## src/rtl/ddr_rr_arbiter_pkg.sv

```systemverilog
// Shared definitions for the DDR port arbiter: FSM encodings and grant index sizing.
package ddr_rr_arbiter_pkg;

    typedef enum logic [1:0] {
        ARB_IDLE = 2'd0,
        ARB_WAIT = 2'd1,
        ARB_DONE = 2'd2
    } arb_state_t;

    // A single-port build would give $clog2 = 0, so the index never drops below one bit.
    function automatic int grant_width(input int nports);
        return (nports > 1) ? $clog2(nports) : 1;
    endfunction

endpackage

```

## src/rtl/ddr_rr_arbiter_rr_pick.sv

```systemverilog
// Combinational winner selection: rotating search after 'last', or lowest index first.
module rr_pick #(
    parameter int NPORTS = 2,
    parameter int GW     = 1
) (
    input  logic [NPORTS-1:0] req,
    input  logic [GW-1:0]     last,
    input  logic              rr,
    output logic [GW-1:0]     winner,
    output logic              any_req
);

    logic found;

    always_comb begin
        winner  = '0;
        found   = 1'b0;
        any_req = |req;
        if (rr) begin
            // Offsets 1..NPORTS visit every port once, ending on 'last' itself.
            for (int k = 1; k <= NPORTS; k++) begin
                logic [GW-1:0] idx;
                idx = GW'((int'(last) + k) % NPORTS);
                if (!found && req[idx]) begin
                    winner = idx;
                    found  = 1'b1;
                end
            end
        end else begin
            for (int i = NPORTS - 1; i >= 0; i--) begin
                if (req[GW'(i)]) begin
                    winner = GW'(i);
                end
            end
        end
    end

endmodule

```

## src/rtl/ddr_rr_arbiter.sv

```systemverilog
// N-port valid/ready arbiter in front of the single 32-bit DDR controller port.
module ddr_rr_arbiter
    import ddr_rr_arbiter_pkg::*;
#(
    parameter int NPORTS = 2,
    parameter int AW     = 24,
    parameter int RR     = 1
) (
    input  logic                 clkrv,
    input  logic                 rst,
    input  logic [NPORTS*AW-1:0] m_addr,
    input  logic [NPORTS*32-1:0] m_wdata,
    input  logic [NPORTS*4-1:0]  m_wstrb,
    input  logic [NPORTS-1:0]    m_valid,
    output logic [NPORTS-1:0]    m_ready,
    output logic [31:0]          m_rdata,
    output logic [AW-1:0]        ddr_addr,
    output logic [31:0]          ddr_wdata,
    output logic [3:0]           ddr_wstrb,
    output logic                 ddr_valid,
    input  logic                 ddr_ready,
    input  logic [31:0]          ddr_rdata
);

    localparam int GW = grant_width(NPORTS);
    localparam logic [NPORTS-1:0] ONE_HOT0 = {{(NPORTS-1){1'b0}}, 1'b1};

    logic [AW-1:0] addr_arr  [NPORTS];
    logic [31:0]   wdata_arr [NPORTS];
    logic [3:0]    wstrb_arr [NPORTS];

    generate
        for (genvar gi = 0; gi < NPORTS; gi++) begin : g_unpack
            assign addr_arr[gi]  = m_addr[gi*AW +: AW];
            assign wdata_arr[gi] = m_wdata[gi*32 +: 32];
            assign wstrb_arr[gi] = m_wstrb[gi*4 +: 4];
        end
    endgenerate

    arb_state_t        state_reg, state_next;
    logic [GW-1:0]     grant_reg, grant_next;
    logic [GW-1:0]     last_reg, last_next;
    logic [AW-1:0]     ddr_addr_reg, ddr_addr_next;
    logic [31:0]       ddr_wdata_reg, ddr_wdata_next;
    logic [3:0]        ddr_wstrb_reg, ddr_wstrb_next;
    logic              ddr_valid_reg, ddr_valid_next;
    logic [NPORTS-1:0] m_ready_reg, m_ready_next;
    logic [31:0]       m_rdata_reg, m_rdata_next;

    logic [GW-1:0]     winner;
    logic              any_req;

    rr_pick #(
        .NPORTS (NPORTS),
        .GW     (GW)
    ) u_pick (
        .req     (m_valid),
        .last    (last_reg),
        .rr      (RR != 0),
        .winner  (winner),
        .any_req (any_req)
    );

    always_ff @(posedge clkrv) begin
        if (rst) begin
            state_reg     <= ARB_IDLE;
            grant_reg     <= '0;
            last_reg      <= GW'(NPORTS - 1);
            ddr_addr_reg  <= '0;
            ddr_wdata_reg <= '0;
            ddr_wstrb_reg <= '0;
            ddr_valid_reg <= 1'b0;
            m_ready_reg   <= '0;
            m_rdata_reg   <= '0;
        end else begin
            state_reg     <= state_next;
            grant_reg     <= grant_next;
            last_reg      <= last_next;
            ddr_addr_reg  <= ddr_addr_next;
            ddr_wdata_reg <= ddr_wdata_next;
            ddr_wstrb_reg <= ddr_wstrb_next;
            ddr_valid_reg <= ddr_valid_next;
            m_ready_reg   <= m_ready_next;
            m_rdata_reg   <= m_rdata_next;
        end
    end

    always_comb begin
        state_next     = state_reg;
        grant_next     = grant_reg;
        last_next      = last_reg;
        ddr_addr_next  = ddr_addr_reg;
        ddr_wdata_next = ddr_wdata_reg;
        ddr_wstrb_next = ddr_wstrb_reg;
        ddr_valid_next = ddr_valid_reg;
        m_ready_next   = m_ready_reg;
        m_rdata_next   = m_rdata_reg;
        case (state_reg)
            ARB_IDLE: begin
                // A ready still high here belongs to the previous access.
                if (!ddr_ready && any_req) begin
                    ddr_addr_next  = addr_arr[winner];
                    ddr_wdata_next = wdata_arr[winner];
                    ddr_wstrb_next = wstrb_arr[winner];
                    ddr_valid_next = 1'b1;
                    grant_next     = winner;
                    last_next      = winner;
                    state_next     = ARB_WAIT;
                end
            end
            ARB_WAIT: begin
                if (ddr_ready) begin
                    ddr_valid_next = 1'b0;
                    m_rdata_next   = ddr_rdata;
                    m_ready_next   = ONE_HOT0 << grant_reg;
                    state_next     = ARB_DONE;
                end
            end
            ARB_DONE: begin
                m_ready_next = '0;
                state_next   = ARB_IDLE;
            end
            default: begin
                state_next = ARB_IDLE;
            end
        endcase
    end

    assign ddr_addr  = ddr_addr_reg;
    assign ddr_wdata = ddr_wdata_reg;
    assign ddr_wstrb = ddr_wstrb_reg;
    assign ddr_valid = ddr_valid_reg;
    assign m_ready   = m_ready_reg;
    assign m_rdata   = m_rdata_reg;

endmodule

```

## config.mk

```make
export PLATFORM = sky130hd
export DESIGN_NAME = ddr_rr_arbiter
export DESIGN_NICKNAME = d
export VERILOG_FILES = /design/src/rtl/ddr_rr_arbiter_pkg.sv /design/src/rtl/ddr_rr_arbiter_rr_pick.sv /design/src/rtl/ddr_rr_arbiter.sv
export SDC_FILE = /design/constraint.sdc
export NUM_CORES = 1
export LEC_CHECK = 0
export CAP_MARGIN = 5
export CORE_ASPECT_RATIO = 1.5
export CORE_MARGIN = 2
export CORE_UTILIZATION = 30
export CTS_CLUSTER_DIAMETER = 60
export DETAILED_ROUTE_END_ITERATION = 10
export HOLD_SLACK_MARGIN = 0.06
export PLACE_DENSITY = 0.67
export SLEW_MARGIN = 20
export SYNTH_ARGS = -nofsm -noshare
export SYNTH_HDL_FRONTEND = slang
export SYNTH_SLANG_ARGS = --single-unit
```

## constraint.sdc

```tcl
create_clock -name clkrv -period 2.1 [get_ports clkrv]
set_input_delay 0.42 -clock clkrv [delete_from_list [all_inputs] [get_ports clkrv]]
set_output_delay 0.42 -clock clkrv [all_outputs]
set_load 0.01 [all_outputs]
```

Word level (Yosys, flattened, before mapping)
Index checks and enable logic that the tools add are counted.

Output and inout port bits: 95. Word-level logic and storage cells: 57. Register bits after elaboration: 99. Bits of input ports: 157.

Muxes and demuxes: 24. Add/subtract/negate cells: 2. Bitwise gates (word level): 1. Eq/ne operators: 4. Shift-type cells: 1. $lt $le $gt $ge: 3. Reductions and logical operators: 13.

Operators by type and width (count): 2-to-1 mux 32 bit (3); 2-to-1 mux 24 bit (3); 2-to-1 mux 4 bit (3); 2-to-1 mux 1 bit (9); one-hot mux 2 bit (2 select lines) (2); AND reduction 2 bit (4); 2-to-1 mux 2 bit (3); less-than comparator 1 x 2 -> 1 bit (second input constant) (2); != test 2 bit (second input constant) (2); nonzero test 2 bit (2); AND reduction 3 bit (1); adder 1 bit (second input constant) (2); == test 2 x 1 -> 1 bit (second input constant) (1); == test 2 bit (second input constant) (1); greater-or-equal comparator 2 bit (second input constant) (1); logical AND 1 bit (2); logical NOT 1 bit (2); logical NOT 2 bit (1); NOT 1 -> 2 bit (1); one-hot mux 1 bit (2 select lines) (1); OR reduction 2 bit (1); << shifter 1 x 1 -> 2 bit (first input constant) (1).

Longest topological paths before layout
Depth after elaboration: 11. Depth in mapped cells: 6.

Cells and area by module
Synthesis repeated with hierarchy kept, for this count alone.

Cell total of the unflattened synthesis: 442. Area, all modules: 4179.0 um2.

By module, submodules not included: ddr_rr_arbiter (seq. area each 1981.9 um2, cells each 439, instances 1, area each 4164.0 um2); rr_pick (seq. area each 0.0 um2, cells each 3, instances 1, area each 15.0 um2).

Least setup slack after synthesis
OpenSTA, ideal clock, no wires.

Kind: input-to-reg. Start point: input ddr_ready. End point: register ddr_wdata_reg[10] (netlist: ddr_wdata[10]). Library setup time: 0.103 ns. Slack: 0.249 ns. Stages on the path: 6. Arrival: 1.748 ns. Buffers on the path: 3. Data required time: 1.997 ns. Cells stage by stage: buf_6 or3_4 or3_1 buf_6 buf_6 a222oi_1.

Longest elaborated chain between the ends: 3.

Ends and longest elaborated chain: from (decl) (line ddr_rr_arbiter.sv:21) `input logic ddr_ready,`; logical NOT 1 bit (line ddr_rr_arbiter.sv:101) `if (!ddr_ready && any_req) begin`; logical AND 1 bit (line ddr_rr_arbiter.sv:101); AND reduction 2 bit (no source line); to (signal assigned) (line ddr_rr_arbiter.sv:80) `ddr_wdata_reg <= ddr_wdata_next;`; to (decl) (line ddr_rr_arbiter.sv:44) `logic [31:0] ddr_wdata_reg, ddr_wdata_next;`.

Every way passes these cells. A chain may end at the register's enable or synchronous reset.

Final worst setup path
Start point: input ddr_ready. End point: register ddr_wdata_reg[28] (netlist: ddr_wdata[28]).

The elaborated chain is that of the path after synthesis.

==> metrics.md <==
| Metric | Value |
|---|---|
| Status | finished clean |
| Post-synth ARST share | 0% |
| Max Slew Vio Count | 0 |
| Dpl hpwl | 10200 um |
| DP Area | 6920 um2 |
| Vias in the first global route | 4643 |
| RSZ-0062 raised after global routing | no |
| Skew final | 0.00748 ns |
| Die H | 149 um |
| Fin area | 7250 um2 |
| Critical Path AT | 2.27 ns |
| Port buffer count | 251 |
| Post-CTS sizing | 0 |
| Routability cong. | 0.809 |
| CP endpoint kind | flop |
| CTS buffer count | 9 |
| Final wirelength | 14000 um |
| Vias | 4423 |
| CP required | 2.32 ns |
| Flip-flop and latch count after synthesis | 99 |
| Post-synth EDFFs | 0 |
| Hold Path Class | flop to flop |
| Initial core utilization | 30.4% |
| Cells after synthesis | 505 |
| Actual slew at the worst max-slew pin | 0.370 ns |
| Worst Path Max Fanout | 60 |
| Area of the core | 13900 um2 |
| Critical Path Start Type | input port |
| Number of remaining DRC errors | 0 |
| CTS H-tree lvls | 3 |
| Postcts setup bufs | 0 |
| Total of max-cap violations | 0 |
| Clock Tree Root | clkbuf_16 |
| WS Path Type | input port to flop |
| First-pass GRT wire length | 21900 um |
| Post-Syn Area | 4220 um2 |
| GRT Util Overall | 18.1% |
| Fin crit share | 97.7% |
| Skew-Pair Late Insertion Delay | 0.33 ns |
| Die Span X | 101 um |
| Die area | 15000 um2 |
| Largest net degree at the start of global routing | 100 |
| Initial antenna violation count | 0 |
| Synthesized Nets | 662 |
| Nets | 898 |
| Power consumption | 4.94 mW |
| CTS tree | yes |
| Setup violators final | 0 |
| Maximum vdd drop | 0.000503 V |
| Area Overhead vs Synth | 71.9% |
| Yosys top cell area share | 47.0% |
| PwrDens | 681 nW/um2 |
| Fillers | 1262 |
| Leakage | 3.00 nW |
| Ranking of synthesized cells by area | dfxtp_1 (47%), a222oi_1 (14%), inv_1 (11%) |
| Netlist cell types | 29 |
| Fin. Hold Viols | 0 |
| Synth Flop Type | dfxtp_1 |
| DR pass1 iterations | 5 |
| Final Util | 52.3% |
| Synth area leader | dfxtp_1 |
| Peak Freq | 0.487 GHz |
| Synth warnings | 0 |
| Top Ports | 252 |
| Row count | 53 |
| Clock slew at reported path FFs | 0.07 ns |
| Clock Path Buffers | 2 |
| Syn Area/Cell | 8.35 um2 |
| Antenna Cells | 0 |
| DR vias/cell | 4.86 |
| Relative slew slack | 75.3% |
| Antenna-violating nets left | 0 |
| Initial DRC Count | 291 |
| Crit path time final | 2.05 ns |
| DR WL/cell | 15.3 um |
| Clock sinks | 99 |
| Sequential fraction of the synthesis area | 47.0% |
| Remaining global-route overflow | 0 |
| Fraction of layout cells with a size suffix above 1 | 4.96% |
## final timing paths
path	slack [ns]	end	from	depth (start not counted)
min	0.46	m_rdata[31]	m_rdata[31]	2
max reg2reg	0.19	ddr_wdata[28]	state_reg[1]	4
max	0.05	ddr_wdata[28]	ddr_ready	5
min reg2reg	0.46	m_rdata[31]	m_rdata[31]	2
## what timing repair did
| item | 4_1_cts | 5_1_grt |
|---|---|---|
| hold endpoints to repair | 0 | 0 |
| hold buffers | 0 | 0 |
| endpoints found under the setup margin | 0 | 2 |
## critical path, stage by stage
cell and delay [ns]:
clkdlybuf4s50_1 0.41, or3_4 0.33, or3_2 0.49, buf_12 0.20
a222oi_1 0.36
## cells in the final DEF (no fill, tap or decap), drive strengths merged, types with 2 or more instances in the layout
cell type and n:
a21oi 35, a222oi 59, a31oi 2, buf 16, bufinv 2, clkbuf 9
clkdlybuf4s50 250, clkinv 2, dfxtp 99, inv 121, nand2 68, nand2b 60
nor2 3, nor3 2, or3 2
## cell type report
class | instances | area [um2] | area share (%)
Inverter | 119 | 447 | 6.16
Tap cell | 165 | 206 | 2.85
Sequential cell | 99 | 1980 | 27.4
Multi-Input combinational cell | 246 | 1580 | 21.8
Timing Repair Buffer | 266 | 2710 | 37.4
Clock buffer | 9 | 225 | 3.11
Clock inverter | 7 | 98.8 | 1.36
## metrics by stage
step                      setup slack, ns  setup TNS, ns  hold slack (ns)  instances
after global placement             -0.208         -12.04            0.441        895
after detailed placement           -0.278         -13.79            0.449        895
after global routing              0.00311              0            0.472        911
final                              0.0478              0            0.458        911
after floorplan                     0.249              0            0.475        505
after CTS                          0.0921              0            0.460        911
## cells by family after synthesis
group | synth area share (%)
buf+inv | 15.7
simple gates | 18.0
compound gates | 19.2
flops | 47.0
## synth_stat cells, types with 2 or more instances
| library cell | count |
|---|---|
| clkbuf_1 | 31 |
| a21oi_1 | 35 |
| buf_2 | 2 |
| nor3_1 | 2 |
| nand2b_1 | 60 |
| inv_1 | 119 |
| nand2_1 | 68 |
| a222oi_1 | 59 |
| dfxtp_1 | 99 |
| a31oi_1 | 2 |
| buf_6 | 8 |
| nor2_1 | 3 |
## layer usage
metal	global-route usage (%)	vias up	wire, um
li1	-	2143	-
met1	19.5	2053	5360
met2	32.7	215	7060
met3	6.19	12	1400
met4	5.82	0	163
met5	0	-	0
## where the power goes
group | internal (mW) | switching (mW) | total, mW
Sequential | 2.02 | 0.0780 | 2.10
Combinational | 0.655 | 0.392 | 1.05
Clock | 1.05 | 0.737 | 1.79
Total | 3.73 | 1.21 | 4.94
No activity file was read; power rests on OpenSTA's default activity.
